<file path="config.mk">
export PLATFORM = sky130hd
export DESIGN_NAME = dmem_arbiter
export DESIGN_NICKNAME = d
export VERILOG_FILES = /design/src/rtl/dmem_arbiter.sv
export SDC_FILE = /design/constraint.sdc
export NUM_CORES = 1
export LEC_CHECK = 0
export CAP_MARGIN = 10
export CORE_AREA = 2 2 227 229
export CTS_BUF_LIST = sky130_fd_sc_hd__clkbuf_16
export DETAILED_ROUTE_END_ITERATION = 10
export DIE_AREA = 0 0 229 231
export MAX_ROUTING_LAYER = met4
export PLACE_DENSITY_LB_ADDON = 0.25
export REMOVE_ABC_BUFFERS = 1
export SYNTH_ARGS = -nofsm -noshare
export SYNTH_HDL_FRONTEND = slang
export SYNTH_SLANG_ARGS = --single-unit
</file>
<file path="constraint.sdc">
create_clock -name clk -period 6 [get_ports clk]
set_clock_uncertainty 0.05 [all_clocks]
set_input_delay 1.2 -clock clk [delete_from_list [all_inputs] [get_ports clk]]
set_output_delay 1.2 -clock clk [all_outputs]
set_load 0.005 [all_outputs]
</file>
<file path="src/rtl/dmem_arbiter.sv">
// Two-port round-robin arbiter and access sequencer for the 128-byte data memory.
// Each granted transaction runs IDLE -> ACCESS (LATENCY cycles) -> RESP, or IDLE -> RESP on a range error.
module dmem_arbiter #(
  parameter int DATA_W    = 64,
  parameter int ADDR_W    = 64,
  parameter int LATENCY   = 2,
  parameter int MEM_BYTES = 128
) (
  input  logic              clk,
  input  logic              rst_n,
  input  logic              m0_req,
  input  logic              m0_we,
  input  logic [ADDR_W-1:0] m0_addr,
  input  logic [DATA_W-1:0] m0_wdata,
  output logic [DATA_W-1:0] m0_rdata,
  output logic              m0_done,
  output logic              m0_err,
  input  logic              m1_req,
  input  logic              m1_we,
  input  logic [ADDR_W-1:0] m1_addr,
  input  logic [DATA_W-1:0] m1_wdata,
  output logic [DATA_W-1:0] m1_rdata,
  output logic              m1_done,
  output logic              m1_err,
  output logic [ADDR_W-1:0] mem_address,
  output logic [DATA_W-1:0] mem_data_in,
  output logic              mem_read,
  output logic              mem_write,
  input  logic [DATA_W-1:0] mem_data_out,
  output logic              busy
);

  // Handshake: a requester raises req with we/addr/wdata and holds them stable
  // until its done pulse; done (with err) is high for exactly one cycle and the
  // requester drops req in that cycle. req seen again in IDLE is a new transaction.

  typedef enum logic [1:0] {
    IDLE   = 2'd0,
    ACCESS = 2'd1,
    RESP   = 2'd2
  } state_t;

  localparam logic [ADDR_W-1:0] MAX_ADDR = ADDR_W'(MEM_BYTES - 8);
  localparam logic [3:0]        CNT_INIT = 4'(LATENCY - 1);

  state_t              state;
  state_t              state_nxt;
  logic [3:0]          cnt;
  logic                id_q;
  logic                we_q;
  logic                err_q;
  logic [ADDR_W-1:0]   addr_q;
  logic [DATA_W-1:0]   wdata_q;
  logic                last_grant;

  logic                gnt_valid;
  logic                gnt_id;
  logic                gnt_we;
  logic                gnt_bad;
  logic [ADDR_W-1:0]   gnt_addr;
  logic [DATA_W-1:0]   gnt_wdata;

  // On a tie the port that did not win last time is granted.
  always_comb begin
    gnt_valid = m0_req | m1_req;
    if (m0_req && m1_req) begin
      gnt_id = ~last_grant;
    end else begin
      gnt_id = m1_req;
    end
    gnt_we    = gnt_id ? m1_we    : m0_we;
    gnt_addr  = gnt_id ? m1_addr  : m0_addr;
    gnt_wdata = gnt_id ? m1_wdata : m0_wdata;
    gnt_bad   = (gnt_addr > MAX_ADDR);
  end

  always_ff @(posedge clk or negedge rst_n) begin
    if (!rst_n) begin
      state <= IDLE;
    end else begin
      state <= state_nxt;
    end
  end

  always_comb begin
    state_nxt = state;
    case (state)
      IDLE: begin
        if (gnt_valid) begin
          state_nxt = gnt_bad ? RESP : ACCESS;
        end
      end
      ACCESS: begin
        if (cnt == 4'd0) begin
          state_nxt = RESP;
        end
      end
      RESP:    state_nxt = IDLE;
      default: state_nxt = IDLE;
    endcase
  end

  always_ff @(posedge clk or negedge rst_n) begin
    if (!rst_n) begin
      cnt        <= 4'd0;
      id_q       <= 1'b0;
      we_q       <= 1'b0;
      err_q      <= 1'b0;
      addr_q     <= '0;
      wdata_q    <= '0;
      last_grant <= 1'b1;
      m0_rdata   <= '0;
      m1_rdata   <= '0;
    end else begin
      if (state == IDLE && gnt_valid) begin
        id_q       <= gnt_id;
        we_q       <= gnt_we;
        addr_q     <= gnt_addr;
        wdata_q    <= gnt_wdata;
        err_q      <= gnt_bad;
        last_grant <= gnt_id;
        cnt        <= CNT_INIT;
      end else if (state == ACCESS) begin
        if (cnt != 4'd0) begin
          cnt <= cnt - 4'd1;
        end else if (!we_q) begin
          if (id_q) begin
            m1_rdata <= mem_data_out;
          end else begin
            m0_rdata <= mem_data_out;
          end
        end
      end
    end
  end

  // The write strobe is confined to the final ACCESS cycle so memory sees one edge.
  always_comb begin
    mem_address = '0;
    mem_data_in = '0;
    mem_read    = 1'b0;
    mem_write   = 1'b0;
    m0_done     = 1'b0;
    m1_done     = 1'b0;
    m0_err      = 1'b0;
    m1_err      = 1'b0;
    busy        = (state != IDLE);
    case (state)
      ACCESS: begin
        mem_address = addr_q;
        mem_data_in = wdata_q;
        mem_read    = ~we_q;
        mem_write   = we_q && (cnt == 4'd0);
      end
      RESP: begin
        m0_done = ~id_q;
        m1_done = id_q;
        m0_err  = ~id_q & err_q;
        m1_err  = id_q & err_q;
      end
      default: ;
    endcase
  end

endmodule

</file>
======== Word-level counts from Yosys, hierarchy flattened ========
Cells that the tools add are included.
storage, ports and cells
  logic and storage cells ................. 56
  memories ................................ 0
  bits in latches ......................... 0
  ROM bits ................................ 0
  flip-flop bits (word level) ............. 266
  bits in writable memories ............... 0
cells by class
  eq/ne operators ......................... 4
  bitwise logic cells ..................... 8
  order comparisons ....................... 1
  muxes and demuxes ....................... 19
  reductions and logical operators ........ 13
  add/sub/neg operators ................... 1
  shifts and indexed selects .............. 0
  multiply operators ...................... 0
  divide/modulo/power cells ............... 0
operator list
  operator               count
  $mux W64               4
  $gt A64 B7 Y1 const B  1
  $mux W4                3
  $reduce_and A5 Y1      2
  $mux W1                8
  $mux W2                3
  $reduce_bool A2 Y1     3
  $not A1 Y1             5
  $logic_not A4 Y1       1
  $ne A2 B2 Y1 const B   2
  $pmux W2 S2            1
  $reduce_and A2 Y1      2
  $reduce_bool A4 Y1     1
  $sub A4 B1 Y4 const B  1
  $logic_and A1 B1 Y1    3
  $and A1 B1 Y1          2
  $eq A2 B1 Y1 const B   1
  $eq A2 B2 Y1 const B   1
  $logic_not A2 Y1       1
  $or A1 B1 Y1           1

======== Longest topological paths before layout ========
Gate-level depths: netlist (run 1).
  word-level depth ........................ 7
  depth in mapped cells ................... 8
  gate-level depth less buffers ........... 7

======== Worst setup path after synthesis (run 1) ========
Ideal clock, no wire load.
  kind .................................... register to output
  start point ............................. register state[1]
  end point ............................... output mem_address[0]
  stages on the path, launching flop included .. 5
  slack ................................... 3.490 ns
  buffers on the path ..................... 2
  data arrival time ....................... 1.260 ns
  cell sequence ........................... dfrtp_1 -> and2b_1 -> clkbuf_1 -> clkbuf_1 -> and2_1
on the way
  word-level cells in the longest chain between the ends .. 2
RTL lines
  what                    line  text
  from (decl)             46    state_t state;
  from (signal assigned)  81    state <= state_nxt;
  $eq A2 B1 Y1            148   case (state)
  $mux W64                148
  to (decl)               25    output logic [ADDR_W-1:0] mem_address,
Every way passes these cells.

======== Worst setup path after layout (run 1) ========
  start point ............................. register state[1]
  end point ............................... output mem_write
on the way
  word-level cells in the longest chain between the ends .. 2
RTL lines
  what          line  text
  $eq A2 B1 Y1  148
  $mux W1       148
  to (decl)     28    output logic mem_write,
Every way passes these cells.

==> metrics.txt, run 1 <==
CTS sink cnt 266; post-route ant nets 0; Iter 0 DRT Violations 526; CTS tree done; Post-CTS Resized 0; RSZ-0062 raised after global routing false; Final Hold Viols 0; Async SR Flop Fraction 1.000; initial antenna violation count 9; kind of critical path reg2out; grt total ovfl 0; Pint 0.003655 W; Critical Path AT 2.95 ns; startpoint types flip-flop; Crit. End Element output port; sequential area share after synthesis 0.5476; endpoint of the worst hold path m1_rdata[57]$_DFFE_PN0P_; flop-to-flop setup slack 2.61 ns; area grow syn2layout 62.37%; Fin Setup TNS 0 ns; clock buffer count from CTS 34; largest net degree at the start of global routing 123; hpwl dp 36.29 mm; Ys Warns 0; H-tree depth 2; EDFF count, synth 0; Hold-fix buffers, CTS 0; CP max FO 74; chip height 231 µm; Wirelength per Cell 19.60 µm; commonest cells after routing, fill and taps aside 587 x clkdlybuf4s50_1, 265 x dfrtp_1, 263 x nand2_1; combinational power share 0.162; hold path depth 1; peak supply drop 0.1754 mV; FF-to-FF End m0_rdata[8]$_DFFE_PN0P_; type of the tightest min-delay check reg2reg; Main synth FF type dfrtp_1; switching part of the total 0.2676; run status finished clean; Initial Util 0.2399; Vias 11210; Initial DRT Pass Iterations 5; clock root cell clkbuf_16; Crit path largest cell delay 0.77 ns; Unique masters post-synth 35; r2r startpoint state[1]$_DFFE_PN0P_; Worst-Margin Slew 0.9626 ns; min cycle time layout 4.202 ns; first-pass GRT wire length 71.87 mm; Core Area 50680 µm²; length in cells of the worst reg-to-reg path 6; cell area after synthesis 12160 µm²; max cap viols 0; I/O pins 589; All-Layer GR Usage 0.1829; crit-path cells and2b_4, buf_4, and3_1, clkdlybuf4s50_1; Power Density 252.8 nW/µm²; Slowest cell on crit path and2b_4; fin. max-slew vios 0; Final Cycle Share 0.7004; P_sw 0.001336 W; via/cell ratio 4.524; IO Port Bufs 588; routability cong. 0.9326; Pleak 8.168 nW; Nets 2098; min-delay src m1_rdata[57]$_DFFE_PN0P_; clock latency on the worst-skew pair 0.52 ns; vias in the first global route 11720; clock network power share 0.407; multi-input logic area 5085 µm²; maximum clock insertion buffer count 3; Power, Total 0.004991 W; Die ar. 52900 µm²; worst path required time 4.75 ns; synthesized flop and latch total 266; DRC errors left 0; Max Fclk 0.2380 GHz; power share of the sequential group 0.431; share of post-route cells with drive strength above 1 0.1114; commonest non-fill, non-tap cell in the layout clkdlybuf4s50_1; register area 6658 µm²; Post-Synthesis Cells 1217; clock slew at reported path FFs 0.05 ns; routed wire length 48.60 mm; synthesized area per cell 9.990 µm²; postcts setup bufs 0; chip width 229 µm; Finish-stage setup viols 0; fillcell total 5092; slew margin rel. 0.3582; # rows 83
## critical path: cells and delay by family (launching register included)
kind | cells | cell delay [ns]
simple gates | 2 | 0.98
buf+inv | 2 | 0.97
flops | 1 | 0.39
## cell families after synthesis
family	share of synthesized area
xor+xnor	0.001441
simple gates	0.2217
mux	0.1186
fa+ha+maj	0.001029
compound gates	0.07348
buf+inv	0.03622
flops	0.5476
## area by class of cell
class                      count  share of cell area
antenna                        4           0.0005071
clock buffer                  35             0.04437
clock inverter                25             0.01097
inverter                       3           0.0005705
multi-input combinational    864              0.2576
sequential                   266              0.3373
tap                          680             0.04310
timing repair buffer         602              0.3056
## worst max-delay path by stage
stage	startpoint	to	slack, ns	cells past startpoint
after global placement	state[1]$_DFFE_PN0P_	mem_write	2.33	4
after detailed placement	m1_req	addr_q[24]$_DFFE_PN0P_	2.31	5
after global routing	state[1]$_DFFE_PN0P_	mem_write	1.63	4
after floorplan	m1_req	err_q$_DFFE_PN0P_	-4.66	4
final	state[1]$_DFFE_PN0P_	mem_write	1.80	4
after CTS	state[1]$_DFFE_PN0P_	mem_write	1.75	4
## routing by layer
layer,vias to the layer above,global-route usage,routed length [µm]
met2,504,0.3078,23680
met3,67,0.06164,4163
li1,5236,-,-
met4,0,0.05296,1277
met5,-,-,0
met1,5407,0.2064,19480
## registers in the layout, summed over array words and instances, names as in the netlist
signal and cells:
we_q 1, last_grant 1, wdata_q 64, m0_rdata 64, state 2, cnt 4
addr_q 64, m1_rdata 64, err_q 1, id_q 1
## power by group through the flow
stage,Sequential [W],Combinational (W),Clock (W)
finish,0.00215,0.000807,0.00203
global route,0.00218,0.000895,0.00217
CTS,0.00216,0.000820,0.00210
detailed placement,0.00219,0.000819,0
global placement,0.00218,0.000804,0
floorplan,0.00213,0.000416,0
## cells in the mapped netlist, types with 2 or more instances
cell / count / share of area
dfrtp_1: 265 / 0.55
nand2_1: 264 / 0.082
nor2_1: 140 / 0.043
a31oi_1: 130 / 0.067
and2_1: 129 / 0.066
mux2_2: 128 / 0.12
clkbuf_1: 51 / 0.016
nor4_1: 28 / 0.014
buf_2: 19 / 0.0078
buf_6: 12 / 0.011
nand4_1: 9 / 0.0046
nor3_1: 8 / 0.0033
a21oi_1: 3 / 0.0012
inv_1: 3 / 0.00093
o21ai_0: 3 / 0.0012
and3_1: 2 / 0.0010
buf_1: 2 / 0.00062
nand2_2: 2 / 0.0010
nand2b_1: 2 / 0.0010
nor2b_1: 2 / 0.0010
## through the flow
stage	cells	hold WS [ns]	area, µm²	setup slack (ns)	util
after floorplan	1133	0.4177	11730	-4.655	-
after global placement	2415	0.4305	18640	2.326	0.3678
after detailed placement	2415	0.4421	18640	2.311	0.3678
after CTS	2475	0.4542	19730	1.751	0.3893
after global routing	2479	0.4629	19740	1.625	0.3895
final	2479	0.4518	19740	1.798	0.3895
Power figures use the tool's default switching activity.
==> inputs of run 2 (changes only) <==
Settings changed: CORE_AREA 2 2 227 229 to 2 2 228 230, DIE_AREA 0 0 229 231 to 0 0 230 232.
Clock period 6 ns to 4.1 ns, I/O delays scaled along.
==> run 2 against run 1 <==
  * Non-clock buffer count increased by 12
  * Clock-buffer cell count is 1 higher
  * Final cell count increased by 0.44%
  * Final area increased by 0.47%
  * Wire length decreased by 2.4%
  * Highest routed layer unchanged
==> metrics.txt, run 2 (synthesized netlist as in run 1, its figures left out) <==
run status finished clean; fin. max-slew vios 0; dpl ws 0.9298 ns; share of post-route cells with drive strength above 1 0.1153; Worst Slack Setup Final 0.5285 ns; postcts setup bufs 0; H-tree depth 2; Power Density 358.0 nW/µm²; hpwl dp 36.18 mm; Initial DRT Pass Iterations 5; vias in the first global route 11560; Crit path largest cell delay 0.69 ns; routed wire length 47.44 mm; CP max FO 55; length in cells of the worst reg-to-reg path 6; placed cells 2427; Post-CTS Resized 0; All-Layer GR Usage 0.1777; commonest cells after routing, fill and taps aside 587 x clkdlybuf4s50_1, 265 x dfrtp_1, 263 x nand2_1; I/O pins 589; area grow syn2layout 63.13%; worst path required time 3.23 ns; RSZ-0062 raised after global routing false; final hold slack 0.3127 ns; Core Area 50890 µm²; chip width 230 µm; flop-to-flop setup slack 1.15 ns; IO Port Bufs 588; crit-path cells and2b_4, buf_4, and2_1, clkdlybuf4s50_1; largest net degree at the start of global routing 108; multi-input logic area 5085 µm²; grt total ovfl 0; clock root cell clkbuf_16; type of the tightest min-delay check in2async; Die ar. 53360 µm²; FF-to-FF End m0_rdata[1]$_DFFE_PN0P_; Hold-fix buffers, CTS 0; Nets 2111; commonest non-fill, non-tap cell in the layout clkdlybuf4s50_1; Initial Util 0.2389; Worst-Margin Slew 0.9818 ns; CTS tree done; r2r startpoint state[1]$_DFFE_PN0P_; Power, Total 0.007101 W; routability cong. 0.8922; clock buffer count from CTS 35; fillcell total 5140; Vias 11260; Max Fclk 0.2800 GHz; Crit. End Element output port; startpoint types flip-flop; min cycle time layout 3.572 ns; clock slew at reported path FFs 0.06 ns; first-pass GRT wire length 70.22 mm; clock latency on the worst-skew pair 0.53 ns; worst path bufs/invs 2; Finish-stage setup viols 0; Slowest cell on crit path and2b_4; Critical Path AT 2.70 ns; maximum clock insertion buffer count 3; Final Cycle Share 0.8711; # rows 83; DRC errors left 0; Final Hold Viols 0; Iter 0 DRT Violations 570; Wirelength per Cell 19.05 µm; via/cell ratio 4.520; kind of critical path reg2out; Pleak 8.231 nW; chip height 232 µm; peak supply drop 0.2496 mV; crit-path leading delay family buffers and inverters; max cap viols 0; Layout Cells excl Fill 2490; slew margin rel. 0.3454; post-route ant nets 0; register area 6658 µm²; initial antenna violation count 5; CTS sink cnt 266
## run 2: metrics by stage
stage                     setup TNS [ns]  utilization  area (µm²)
after floorplan                  -732.66            -       11730
after global placement                 0       0.3695       18800
after detailed placement               0       0.3695       18800
after CTS                              0       0.3895       19820
after global routing                   0       0.3897       19830
final                                  0       0.3897       19830
## run 2: area by class of cell
cell class,count,area share
clock buffer,36,0.04542
timing repair buffer,614,0.3125
inverter,3,0.0005678
multi-input combinational,864,0.2564
tap,680,0.04290
sequential,266,0.3357
antenna,6,0.0007570
clock inverter,21,0.005741
## run 2: worst max-delay path by stage
stage / startpoint / end / slack [ns] / cells after the start
floorplan: m1_req / err_q$_DFFE_PN0P_ / -6.18 / 4
global placement: m0_req / err_q$_DFFE_PN0P_ / 0.94 / 7
detailed placement: m0_req / state[1]$_DFFE_PN0P_ / 0.93 / 7
CTS: state[1]$_DFFE_PN0P_ / mem_write / 0.44 / 4
global route: state[1]$_DFFE_PN0P_ / mem_data_in[3] / 0.32 / 4
finish: state[1]$_DFFE_PN0P_ / mem_data_in[25] / 0.53 / 4
## run 2: layer usage
layer	track usage	routed length, µm	share of wire
met5	-	0	0
met4	0.06935	1542	0.033
met3	0.06225	4376	0.092
met2	0.2876	22390	0.47
met1	0.2017	19130	0.40
## run 2: report_power, final
| group | switching (W) | total [W] | internal [W] |
|---|---|---|---|
| combinational | 0.000579 | 0.00119 | 0.000613 |
| sequential | 0.000181 | 0.00314 | 0.00295 |
| clock | 0.00119 | 0.00277 | 0.00159 |
| total | 0.00195 | 0.00710 | 0.00515 |
